**src/rtl/mem_bus_pkg.sv**
```systemverilog
// Shared types and widths for the memory bus sequencer and its testbench.
// Bus cycle states, cycle types and a small helper for sizing counters.
package mem_bus_pkg;

  localparam int ADDR_W = 4;
  localparam int DATA_W = 8;

  typedef enum logic [1:0] {
    IDLE   = 2'd0,
    SETUP  = 2'd1,
    STROBE = 2'd2,
    HOLD   = 2'd3
  } state_e;

  typedef enum logic {
    WR = 1'b0,
    RD = 1'b1
  } cyc_e;

  function automatic int max3(int a, int b, int c);
    int m;
    m = a;
    if (b > m) m = b;
    if (c > m) m = c;
    return m;
  endfunction

endpackage

```
**src/rtl/mem_bus_if.sv**
```systemverilog
// Signals between the bus sequencer and the 16x8 memory / databus driver.
// The master drives address, strobes and write data; the slave returns the bus value.
interface mem_bus_if;
  import mem_bus_pkg::*;

  logic [ADDR_W-1:0] address;
  logic              wr;
  logic              rd;
  logic [DATA_W-1:0] data_out;
  logic              data_oe;
  logic [DATA_W-1:0] data_in;

  modport master (
    output address, wr, rd, data_out, data_oe,
    input  data_in
  );

  modport slave (
    input  address, wr, rd, data_out, data_oe,
    output data_in
  );
endinterface

```
**src/rtl/scan_tick_gen.sv**
```systemverilog
// Prescaler producing a one-cycle tick every DIV clocks while enabled.
// Disabling or clearing restarts the count so the next tick is a full period away.
module scan_tick_gen #(
  parameter int DIV = 16
) (
  input  logic clk,
  input  logic rst_n,
  input  logic en,
  input  logic clr,
  output logic tick
);

  localparam int W = $clog2(DIV + 1);

  logic [W-1:0] cnt_q, cnt_d;
  logic         tick_q, tick_d;

  always_comb begin
    cnt_d  = cnt_q;
    tick_d = 1'b0;
    if (clr || !en) begin
      cnt_d = '0;
    end else if (cnt_q == W'(DIV - 1)) begin
      cnt_d  = '0;
      tick_d = 1'b1;
    end else begin
      cnt_d = cnt_q + 1'b1;
    end
  end

  always_ff @(posedge clk or negedge rst_n) begin
    if (!rst_n) begin
      cnt_q  <= '0;
      tick_q <= 1'b0;
    end else begin
      cnt_q  <= cnt_d;
      tick_q <= tick_d;
    end
  end

  assign tick = tick_q;

endmodule

```
**src/rtl/mem_bus_master.sv**
```systemverilog
// Bus-cycle sequencer for the 16x8 memory: setup / strobe / hold timing for
// manual writes and reads, plus a scan mode that sweeps all addresses with reads.
module mem_bus_master
  import mem_bus_pkg::*;
#(
  parameter int SETUP_CYC  = 2,
  parameter int STROBE_CYC = 4,
  parameter int HOLD_CYC   = 2,
  parameter int SCAN_DIV   = 25_000_000
) (
  input  logic              clk,
  input  logic              rst_n,
  input  logic              start_wr,
  input  logic              start_rd,
  input  logic [ADDR_W-1:0] cmd_addr,
  input  logic [DATA_W-1:0] cmd_data,
  input  logic              scan_en,
  mem_bus_if.master         bus,
  output logic [DATA_W-1:0] rd_data,
  output logic              busy,
  output logic              done
);

  localparam int CNT_W = $clog2(max3(SETUP_CYC, STROBE_CYC, HOLD_CYC) + 1);

  state_e            state_q, state_d;
  cyc_e              type_q, type_d;
  logic [CNT_W-1:0]  cnt_q, cnt_d;
  logic [ADDR_W-1:0] addr_q, addr_d;
  logic [DATA_W-1:0] wdata_q, wdata_d;
  logic [DATA_W-1:0] rd_data_q, rd_data_d;
  logic [ADDR_W-1:0] scan_addr_q, scan_addr_d;
  logic              scan_cyc_q, scan_cyc_d;
  logic              pending_q, pending_d;
  logic              wr_q, wr_d;
  logic              rd_q, rd_d;
  logic              data_oe_q, data_oe_d;
  logic              busy_q, busy_d;
  logic              done_q, done_d;
  logic              tick;

  scan_tick_gen #(.DIV(SCAN_DIV)) u_scan_tick_gen (
    .clk   (clk),
    .rst_n (rst_n),
    .en    (scan_en),
    .clr   (~scan_en),
    .tick  (tick)
  );

  always_ff @(posedge clk or negedge rst_n) begin
    if (!rst_n) begin
      state_q     <= IDLE;
      type_q      <= WR;
      cnt_q       <= '0;
      addr_q      <= '0;
      wdata_q     <= '0;
      rd_data_q   <= '0;
      scan_addr_q <= '0;
      scan_cyc_q  <= 1'b0;
      pending_q   <= 1'b0;
      wr_q        <= 1'b0;
      rd_q        <= 1'b0;
      data_oe_q   <= 1'b0;
      busy_q      <= 1'b0;
      done_q      <= 1'b0;
    end else begin
      state_q     <= state_d;
      type_q      <= type_d;
      cnt_q       <= cnt_d;
      addr_q      <= addr_d;
      wdata_q     <= wdata_d;
      rd_data_q   <= rd_data_d;
      scan_addr_q <= scan_addr_d;
      scan_cyc_q  <= scan_cyc_d;
      pending_q   <= pending_d;
      wr_q        <= wr_d;
      rd_q        <= rd_d;
      data_oe_q   <= data_oe_d;
      busy_q      <= busy_d;
      done_q      <= done_d;
    end
  end

  // A scan tick that lands mid-cycle is remembered until the bus is idle again.
  always_comb begin
    state_d     = state_q;
    type_d      = type_q;
    cnt_d       = cnt_q;
    addr_d      = addr_q;
    wdata_d     = wdata_q;
    rd_data_d   = rd_data_q;
    scan_addr_d = scan_addr_q;
    scan_cyc_d  = scan_cyc_q;
    pending_d   = pending_q;

    if (!scan_en)  pending_d = 1'b0;
    else if (tick) pending_d = 1'b1;

    case (state_q)
      IDLE: begin
        if (scan_en && (tick || pending_q)) begin
          state_d    = SETUP;
          cnt_d      = CNT_W'(SETUP_CYC - 1);
          type_d     = RD;
          addr_d     = scan_addr_q;
          scan_cyc_d = 1'b1;
          pending_d  = 1'b0;
        end else if (!scan_en && start_wr) begin
          state_d    = SETUP;
          cnt_d      = CNT_W'(SETUP_CYC - 1);
          type_d     = WR;
          addr_d     = cmd_addr;
          wdata_d    = cmd_data;
          scan_cyc_d = 1'b0;
        end else if (!scan_en && start_rd) begin
          state_d    = SETUP;
          cnt_d      = CNT_W'(SETUP_CYC - 1);
          type_d     = RD;
          addr_d     = cmd_addr;
          scan_cyc_d = 1'b0;
        end
      end
      SETUP: begin
        if (cnt_q == '0) begin
          state_d = STROBE;
          cnt_d   = CNT_W'(STROBE_CYC - 1);
        end else begin
          cnt_d = cnt_q - 1'b1;
        end
      end
      STROBE: begin
        if (cnt_q == '0) begin
          state_d = HOLD;
          cnt_d   = CNT_W'(HOLD_CYC - 1);
          if (type_q == RD) rd_data_d = bus.data_in;
        end else begin
          cnt_d = cnt_q - 1'b1;
        end
      end
      HOLD: begin
        if (cnt_q == '0) begin
          state_d    = IDLE;
          scan_cyc_d = 1'b0;
          if (scan_cyc_q) scan_addr_d = scan_addr_q + 1'b1;
        end else begin
          cnt_d = cnt_q - 1'b1;
        end
      end
      default: state_d = IDLE;
    endcase
  end

  // Outputs are decoded from the upcoming state so every pin comes straight from a flop.
  always_comb begin
    wr_d      = (state_d == STROBE) && (type_d == WR);
    rd_d      = (state_d == STROBE) && (type_d == RD);
    data_oe_d = (state_d != IDLE) && (type_d == WR);
    busy_d    = (state_d != IDLE);
    done_d    = (state_q == HOLD) && (state_d == IDLE);
  end

  assign bus.address  = addr_q;
  assign bus.wr       = wr_q;
  assign bus.rd       = rd_q;
  assign bus.data_out = wdata_q;
  assign bus.data_oe  = data_oe_q;
  assign rd_data      = rd_data_q;
  assign busy         = busy_q;
  assign done         = done_q;

endmodule

```
**src/flat_wrapper.sv**
```systemverilog
// flat-port wrapper written by rule: the top's interface ports become plain ports
module mem_bus_master_flat import mem_bus_pkg::*;
#(
  parameter int SETUP_CYC  = 2,
  parameter int STROBE_CYC = 4,
  parameter int HOLD_CYC   = 2,
  parameter int SCAN_DIV   = 25_000_000
)
  (clk, rst_n, start_wr, start_rd, cmd_addr, cmd_data, scan_en, rd_data, busy, done, bus_address, bus_wr, bus_rd, bus_data_out, bus_data_oe, bus_data_in);
  mem_bus_if bus_i ();
  input  logic clk;
  input  logic rst_n;
  input  logic start_wr;
  input  logic start_rd;
  input  logic [ADDR_W-1:0] cmd_addr;
  input  logic [DATA_W-1:0] cmd_data;
  input  logic scan_en;
  output logic [DATA_W-1:0] rd_data;
  output logic busy;
  output logic done;
  output wire logic [$bits(bus_i.address)-1:0] bus_address;
  output wire logic [$bits(bus_i.wr)-1:0] bus_wr;
  output wire logic [$bits(bus_i.rd)-1:0] bus_rd;
  output wire logic [$bits(bus_i.data_out)-1:0] bus_data_out;
  output wire logic [$bits(bus_i.data_oe)-1:0] bus_data_oe;
  input wire logic [$bits(bus_i.data_in)-1:0] bus_data_in;
  assign bus_address = bus_i.address;
  assign bus_wr = bus_i.wr;
  assign bus_rd = bus_i.rd;
  assign bus_data_out = bus_i.data_out;
  assign bus_data_oe = bus_i.data_oe;
  assign bus_i.data_in = bus_data_in;
  mem_bus_master #(.SETUP_CYC(SETUP_CYC), .STROBE_CYC(STROBE_CYC), .HOLD_CYC(HOLD_CYC), .SCAN_DIV(SCAN_DIV)) u_core (.clk(clk), .rst_n(rst_n), .start_wr(start_wr), .start_rd(start_rd), .cmd_addr(cmd_addr), .cmd_data(cmd_data), .scan_en(scan_en), .bus(bus_i), .rd_data(rd_data), .busy(busy), .done(done));
endmodule
```
**config.mk**
```make
export PLATFORM = sky130hd
export DESIGN_NAME = mem_bus_master_flat
export DESIGN_NICKNAME = d
export VERILOG_FILES = /design/src/rtl/mem_bus_pkg.sv /design/src/rtl/mem_bus_if.sv /design/src/rtl/scan_tick_gen.sv /design/src/rtl/mem_bus_master.sv /design/src/flat_wrapper.sv
export SDC_FILE = /design/constraint.sdc
export NUM_CORES = 1
export LEC_CHECK = 0
export CORE_MARGIN = 5
export CORE_UTILIZATION = 50
export CTS_BUF_LIST = sky130_fd_sc_hd__clkbuf_16
export DETAILED_ROUTE_END_ITERATION = 10
export PLACE_DENSITY = 0.76
export RECOVER_POWER = 25
export SYNTH_ARGS = -nofsm -noshare
export SYNTH_HDL_FRONTEND = slang
export SYNTH_SLANG_ARGS = --single-unit
```
**constraint.sdc**
```tcl
create_clock -name clk -period 2.5 [get_ports clk]
set_input_delay 0.25 -clock clk [delete_from_list [all_inputs] [get_ports clk]]
set_output_delay 0.25 -clock clk [all_outputs]
set_load 0.005 [all_outputs]
```
==> flow_metrics.tcl <==
set metrics [dict create \
    ys_warn_count 0 \
    finalSetupViolations 0 \
    slew_headroom_pct 6.055 \
    max_freq_mhz 466.8 \
    p_leak_nw 1.573 \
    top_level_ports 50 \
    core_mm2 0.005540 \
    critPathArrivalTime_ns 2.35 \
    num_rows 27 \
    synthTopCellsByCount "63 x dfrtp_1, 24 x nor2_1, 22 x a21oi_1" \
    skew_ns 0.007725 \
    synth-edff-count 0 \
    grt_max_degree 27 \
    first_iter_violations 78 \
    start_util_pct 51.67 \
    gr-usage-all-layers_pct 18.68 \
    rsz0062_at_grt "false" \
    slew_violations 0 \
    fin_crit_ns 2.142 \
    routed_via_density 5.408 \
    critical_path_class "flop to flop" \
    peakVddDrop_v 0.0004644 \
    grt_antenna_before_repair 0 \
    gr-total-overflow 0 \
    detail-route-antenna-nets 0 \
    synth_cell_type_count 42 \
    p_per_area_mw_per_mm2 987.7 \
    critical_path_required_ns 2.71 \
    place.gp.congestion 0.8745 \
    cts_buffers 9 \
    pre_cts_slack_ns 0.3864 \
    endpoint_kind "flop" \
    die_area_mm2 0.007338 \
    fin_ws_ns 0.3580 \
    ys_top_cells_by_area "dfrtp_1 55%, mux2_2 6.7%, xnor2_1 4.0%" \
    clock_path_buffers 2 \
    syn_inst 262 \
    n_fill_cell 433 \
    cts_tree "done" \
    first_pass_iters 4 \
    cts_resized 0 \
    synth.most_common_cell "dfrtp_1" \
    ys.flop_type "dfrtp_1" \
    synth_nets 291 \
    clkTransAtPathRegs_ns 0.05 \
    first_global_vias 2182 \
    drive_gt1_share_pct 12.69 \
    grt_pass1_wl_um 10780 \
    synthToLayoutAreaGrowth_pct 30.55 \
    routed_wl_um 6042 \
    htree_levels 3 \
    yosysSeqAreaShare_pct 55.07 \
    finalCritPeriodShare_pct 85.68 \
    hold_class "flop to flop" \
    avgSynthCellArea_um2 10.93 \
    synth.cell_area_mm2 0.002863 \
    cts_sinks 63 \
    dp_hpwl_um 4173 \
    port_buffers 49 \
    num_vias 2136 \
    ys_ff_latch 63 \
    critPathMaxFanout 8 \
    worst_slew_pin_slew_ns 1.409 \
    wl_per_cell_um 15.30 \
    clock_latency_ns 0.33 \
    synthDominantCellAreaShare_pct 55.07 \
    outcome "finished clean" \
    die_h_um 85.67 \
    setup_tns_ns 0 \
    start_kind "flop" \
    diodes 0 \
    synth_area_leader_cell "dfrtp_1" \
    cts_root_buffer "clkbuf_16" \
    hold_violations 0 \
    fin_nets 347 \
    drc 0 \
    die_x_um 85.67 \
    async_reset_ff_share_pct 100.0 \
    drv_cap 0 \
]
[registers in the layout, indices dropped and copies added, names as in the netlist]
signal and cells:
u_core.bus.address 4, u_core.busy 1, u_core.rd_data 8, u_core.pending_q 1, u_core.type_q 1, u_core.cnt_q 3
u_core.bus.wr 1, u_core.u_scan_tick_gen.cnt_q 25, u_core.u_scan_tick_gen.tick 1, u_core.bus.rd 1, u_core.scan_cyc_q 1, u_core.bus.data_out 8
u_core.scan_addr_q 4, u_core.bus.data_oe 1, u_core.done 1, u_core.state_q 2
[stage by stage]
| step | area, um^2 | power (mW) | hold slack [ns] | util, % | instances |
|---|---|---|---|---|---|
| floorplan | 2863 | 1.867 | -0.04559 | - | 262 |
| global placement | 3418 | 2.392 | 0.2769 | 61.70 | 378 |
| finish | 3737 | 3.691 | 0.4859 | 67.46 | 395 |
| global route | 3737 | 3.933 | 0.5174 | 67.46 | 395 |
| detailed placement | 3418 | 2.423 | 0.2839 | 61.70 | 378 |
| CTS | 3741 | 3.740 | 0.4738 | 67.52 | 395 |
[power by group]
group | total (mW) | switching, mW | leakage (nW) | internal, mW
sequential | 1.41 | 0.142 | 0.809 | 1.27
combinational | 0.981 | 0.375 | 0.617 | 0.606
clock | 1.30 | 0.434 | 0.147 | 0.862
total | 3.69 | 0.951 | 1.57 | 2.74
[routing by layer]
metal  wire (um)  part of all wire (%)  global-route usage [%]
met5           0                     0                       0
met2        2893                    48                   29.03
met4          80                   1.3                   6.043
met1        2775                    46                   24.88
met3         292                   4.8                   6.052
[kinds of logic (layout without fill, tap and decap cells)]
| group | after synthesis | count (layout) | share of synthesized area, % |
|---|---|---|---|
| simple gates | 98 | 98 | 19.06 |
| flops | 63 | 63 | 55.07 |
| compound gates | 42 | 42 | 8.348 |
| mux | 21 | 21 | 8.086 |
| buf+inv | 18 | 79 | 2.797 |
| xor+xnor | 16 | 16 | 4.895 |
| fa+ha+maj | 4 | 4 | 1.748 |
[worst paths after layout]
path                                       start               endpoint  slack [ns]  cells after the start
max in group asynchronous                  rst_n      u_core.rd_data[6]        0.62                      3
min in group asynchronous                  rst_n      u_core.rd_data[3]        0.78                      2
min reg2reg                u_core.scan_addr_q[3]  u_core.scan_addr_q[3]        0.49                      1
min                        u_core.scan_addr_q[3]  u_core.scan_addr_q[3]        0.49                      1
max reg2reg                      u_core.cnt_q[1]      u_core.rd_data[2]        0.36                      6
max                              u_core.cnt_q[1]      u_core.rd_data[2]        0.36                      6
[worst max-delay path, stage by stage, from the launching register on]
cell,delay (ns)
dfrtp_1,0.36
inv_1,0.11
ha_1,0.22
nor2b_1,0.31
nand2_1,0.12
nor3_2,0.50
mux2_2,0.41
[final cells by class]
type                       instances  area (um^2)  share of cell area, %
clock buffer                       9        225.2                  6.026
sequential                        63         1577                  42.18
tap                               72        90.09                  2.410
clock inverter                     7        87.58                  2.343
inverter                          10        37.54                  1.004
timing repair buffer              53        514.2                  13.76
multi-input combinational        181         1206                  32.27
[placed cells by master (no fill, tap or decap), types with 4 or more instances in the layout]
master / instances
nand2_1: 16
a21oi_1: 22
or3_1: 9
mux2i_1: 4
or4_1: 5
clkbuf_16: 9
nor3_1: 4
nor4_1: 5
clkdlybuf4s50_1: 48
xnor2_1: 13
nand4_1: 6
o21ai_0: 10
nand3_1: 8
mux2_2: 17
nor2_1: 24
ha_1: 4
and3_1: 5
inv_1: 10
dfrtp_1: 63
[repair_timing]
action | 4_1_cts | 5_1_grt
hold endpoints to repair | 24 | 0
setup buffers | 0 | 0
hold buffers | 1 | 0
Note: power is estimated with default switching activity, not from simulation.
==> patch 1: new RTL, same settings <==
Re-encode `state_e` (4 states) as Gray code, 2 bits wide.
--- a/src/rtl/mem_bus_pkg.sv
+++ b/src/rtl/mem_bus_pkg.sv
@@ -7,8 +7,8 @@
 
   typedef enum logic [1:0] {
-    IDLE   = 2'd0,
-    SETUP  = 2'd1,
-    STROBE = 2'd2,
-    HOLD   = 2'd3
+    IDLE   = 2'b00,
+    SETUP  = 2'b01,
+    STROBE = 2'b11,
+    HOLD   = 2'b10
   } state_e;
 
Function: no difference found for any inputs over 10 cycles, from zero or initial values and one cycle with rst_n low; not proved beyond that.
==> patch 1 against the original RTL <==
Wire length down 2.1%. Sequential cell count is the same. Die area shrank 1.0%. The flow now finishes with violations (capacitance limit, slew limit). Setup slack gained 4.3 ps. Synthesized area is 1.1% lower. Highest routed layer unchanged. Largest cell class unchanged. Total power is 0.79% higher. Final area increased by 0.23%. Synthesized cell count is 1.1% lower. Global-route usage fell by 0.22 points.
==> patch 1: results (changes against the original RTL) <==
Outcome
  – Outcome: finished, violations left
  – Failing checks: capacitance limit, slew limit

STA
  – Worst clock skew: 5.25 ps (-2.47 ps)
  – Final Max Slew Viols: 40 (+40)
  – Worst hold slack: 471 ps (-14.7 ps)
  – Max transition margin: -35.7% (-42 points)

Detailed routing
  – Avg Vias per Cell: 5.38 (-0.47%)
  – 1st-iter DRT viols: 58 (-26%)
  – WL final: 5920 um (-2.1%)
  – Avg WL per Cell: 15.0 um (-2.1%)

Finish
  – Share of cells above drive strength 1: 15.2% (+2.5 points)
  – Fill count: 427 (-1.4%)

Yosys
  – Library cells used by synthesis: 40 (-4.8%)
  – Post-synth top cells: dfrtp_1, nor2_1, nand2_1, mux2_2, a21oi_1
  – Mapped Nets: 288 (-1.0%)
  – Syn Inst Count: 259 (-1.1%)
  – Synth top area cells: dfrtp_1, mux2_2, xnor2_1
  – Sequential cell area fraction in the yosys report: 55.7% (+0.63 points)

Placement
  – DP HPWL: 4180 um (+0.27%)
  – Cells after DPL: 379 (+0.26%)
  – Routability cong.: 0.806 (-7.8%)

Critical path
  – CP arrival: 2390 ps (+40 ps)
  – R2R Path Start: u_core.u_scan_tick_gen.cnt_q[0]
  – Worst setup endpoint: u_core.u_scan_tick_gen.cnt_q[24]
  – Max Fanout on Critical Path: 12 (+4)
  – Crit path from: u_core.u_scan_tick_gen.cnt_q[0]

Run
  – Max cap viols: 1 (+1)

GRT
  – Global-route wire length before repair: 10,600 um (-1.7%)
  – Vias in the first global route: 2,215 (+1.5%)
  – GRT Util Overall: 18.5% (-0.22 points)

Clock tree
  – H-tree levels: 3 (unchanged)

Power
  – Max VDD drop: 0.755 mV (+63%)
## patch 1: cell type report
type                    instances  area (um2)  share of cell area [%]
multi-input cells             177        1180                    31.5
clock buffers                   9         225                    6.01
clock inverters                 7        97.6                    2.61
flip-flops and latches         63        1580                    42.1
repair buffers                 56         537                    14.3
well taps                      72        90.1                    2.40
inverters                      11        41.3                    1.10
## patch 1: cell families after synthesis
group	count (synthesis)	synth area share (%)
xor+xnor	16	4.95
simple gates	99	18.9
flops	63	55.7
buf+inv	19	2.83
fa+ha+maj	4	1.77
mux	19	7.52
compound gates	39	8.31
## patch 1: per-stage QoR
stage,power (uW),util [%],worst slack [ps]
after floorplan,1870,-,560
after global placement,2380,62.2,461
after detailed placement,2430,62.2,408
after CTS,3770,68.1,382
after global routing,3950,68.0,223
final,3720,68.0,362
## patch 1: per-layer routing
| layer | vias to the layer above | global-route usage [%] | share of wire (%) |
|---|---|---|---|
| met5 | - | 0 | 0 |
| met3 | 16 | 4.95 | 5.0 |
| met1 | 1028 | 22.7 | 42 |
| met4 | 0 | 8.20 | 2.2 |
| li1 | 1028 | - | - |
| met2 | 54 | 30.4 | 50 |
## patch 1: critical path, stage by stage (launching register included)
cell     delay [ps]
dfrtp_1         410
ha_1            260
nand2_1         130
or4_1           600
or4_1           520
a21oi_1         140
## patch 1: power breakdown
| part | switching (uW) | internal (uW) | total, uW |
|---|---|---|---|
| Combinational | 369 | 605 | 974 |
| Sequential | 153 | 1270 | 1420 |
| Clock | 451 | 873 | 1320 |
==> patch 2: new RTL, same flow settings <==
Without the edit above. Set the package constant `DATA_W` to 6 (it was 8).
--- a/src/rtl/mem_bus_pkg.sv
+++ b/src/rtl/mem_bus_pkg.sv
@@ -4,5 +4,5 @@
 
   localparam int ADDR_W = 4;
-  localparam int DATA_W = 8;
+  localparam int DATA_W = 6;
 
   typedef enum logic [1:0] {
Interface: changed (resized bus_data_in, bus_data_out, cmd_data and rd_data); port bits go from 50 to 42. No check against the original RTL was run, so the function may have changed too.
==> patch 2 against the original RTL <==
Setup slack worse by 73 ps. Wire length is 13% lower. Die area is 4.7% lower. Final area is 7.6% lower. Non-clock buffer count is 7 lower. Combinational power fell by 12%. Critical path depth decreased by 1. Sequential cell count is 4 lower. Total power decreased by 13%. Synthesized area decreased by 5.3%. Highest routed layer unchanged.
==> patch 2: results (changes against the original RTL) <==
Outcome
  – Outcome: complete, no violations

Clock tree
  – CTS Root Cell: clkbuf_16
  – Clock transition at path regs: 50 ps (about the same)
  – CTS Buf Count: 9 (unchanged)
  – Max clock buf depth: 2 (unchanged)
  – Post-CTS Resized: 0 (unchanged)
  – Setup bufs post-CTS: 0 (unchanged)

Critical path
  – Cells on worst reg2reg path: 5 (-1)
  – CP peak stage delay: 700 ps (+200 ps)
  – CP max-delay cell: or4_1
  – Max Fanout on Critical Path: 12 (+4)
  – CP arrival: 2460 ps (+110 ps)

Yosys
  – Synth top area cells: dfrtp_1, mux2_2, xnor2_1
  – Post-synth top cells: dfrtp_1, nor2_1, a21oi_1, nand3_1, mux2_2
  – Library cells used by synthesis: 38 (-9.5%)
  – Post-synthesis xor/xnor area fraction: 5.17% (+0.28 points)
  – Sequential cell area fraction in the yosys report: 54.5% (-0.59 points)
  – Mux cell area share after synthesis: 6.88% (-1.2 points)
  – Mapped Nets: 276 (-5.2%)
  – Synth Area in Adders: 1.85% (+0.098 points)
  – Post-synth ARST share: 100% (unchanged)
  – Synth Area in Compound Gates: 9.42% (+1.1 points)

STA
  – Max transition margin: 5.59% (-0.46 points)
  – Worst clock skew: 5.40 ps (-2.33 ps)

Detailed routing
  – 1st-iter DRT viols: 75 (-3.8%)
  – Via Count: 2,027 (-5.1%)
  – WL final: 5240 um (-13%)
  – 1st-pass router iterations: 4 (unchanged)

Finish
  – # diodes: 0 (unchanged)
  – Largest register FFs: 25 (unchanged)
  – Fill count: 403 (-6.9%)
  – Fin nets: 325 (-6.3%)
  – Share of cells above drive strength 1: 13.2% (+0.46 points)

GRT
  – GRT Util Overall: 16.3% (-2.4 points)
  – Largest net degree at the start of global routing: 60 (+120%)
  – Global-route wire length before repair: 9300 um (-14%)
  – Initial antenna violation count: 0 (unchanged)

Min path
  – Worst Hold Class: input pin to asynchronous set/reset pin

Power
  – Internal: 2350 uW (-14%)
  – P_leak: 0.00145 uW (-8.0%)
  – Max VDD drop: 0.478 mV (+2.9%)

Placement
  – Port buffer count: 41 (-16%)
  – DP HPWL: 3580 um (-14%)
  – Placed Area: 3210 um2 (-6.2%)
  – Routability cong.: 0.776 (-11%)
## patch 2: cell count changes in the layout (fill, tap and decap cells not counted), moves of 3 or more
cell / unedited run / this run
or3_1: 9 / 6
clkdlybuf4s50_1: 48 / 40
nand3_1: 8 / 14
nand2_1: 16 / 12
a21oi_2: 0 / 3
o31ai_1: 3 / 7
dfrtp_1: 63 / 59
o21ai_0: 10 / 6
or4_4: 0 / 4
a21oi_1: 22 / 19
mux2_2: 17 / 13
## patch 2: final timing paths
| check | startpoint | to | slack [ps] |
|---|---|---|---|
| min | rst_n | u_core.cnt_q[2] | 350 |
| max | u_core.u_scan_tick_gen.cnt_q[0] | u_core.u_scan_tick_gen.cnt_q[24] | 290 |
| min in group clk | u_core.scan_addr_q[3] | u_core.scan_addr_q[3] | 480 |
| min reg2reg | u_core.scan_addr_q[3] | u_core.scan_addr_q[3] | 480 |
| max reg2reg | u_core.u_scan_tick_gen.cnt_q[0] | u_core.u_scan_tick_gen.cnt_q[24] | 290 |
| max in group asynchronous | rst_n | u_core.bus.data_out[3] | 1310 |
## patch 2: cell families (layout without fill, tap and decap cells)
logic type | count (synthesis) | count (layout)
fa+ha+maj | 4 | 4
mux | 17 | 17
compound gates | 42 | 42
simple gates | 94 | 94
buf+inv | 19 | 72
flops | 59 | 59
xor+xnor | 16 | 16
## patch 2: per-layer routing
metal	vias to the layer above	part of all wire [%]	GRT usage, %
li1	998	-	-
met1	977	47	20.5
met2	43	46	25.8
met3	9	4.8	4.05
met4	0	2.0	8.63
met5	-	0	0
## patch 2: power groups by stage
stage               clock [uW]  combinational (uW)  sequential [uW]
floorplan                    0                 417             1290
global placement             0                 864             1310
detailed placement           0                 873             1310
CTS                       1060                 881             1300
global route              1100                 944             1330
finish                    1030                 865             1300
## patch 2: final cells by class
type	count	area, um2	share of cell area [%]
Clock buffer	9	225	6.52
Sequential cell	59	1480	42.8
Clock inverter	6	25.0	0.725
Multi-Input combinational cell	173	1160	33.5
Tap cell	70	87.6	2.54
Timing Repair Buffer	46	440	12.8
Inverter	11	41.3	1.20
## patch 2: worst reg2reg max path, cell delays in order (launching register included)
cell and delay (ps):
dfrtp_1 400, ha_1 250, nand2_1 120, or4_1 700, or4_1 530, a21oi_1 150
## patch 2: stage by stage
| step | hold WS, ps | util (%) | std cells | worst slack, ps |
|---|---|---|---|---|
| floorplan | -45.6 | - | 251 | 515 |
| global placement | 446 | 62.0 | 359 | 352 |
| detailed placement | 454 | 62.0 | 359 | 281 |
| CTS | 114 | 66.8 | 374 | 274 |
| global route | 508 | 66.8 | 374 | 156 |
| finish | 348 | 66.8 | 374 | 285 |
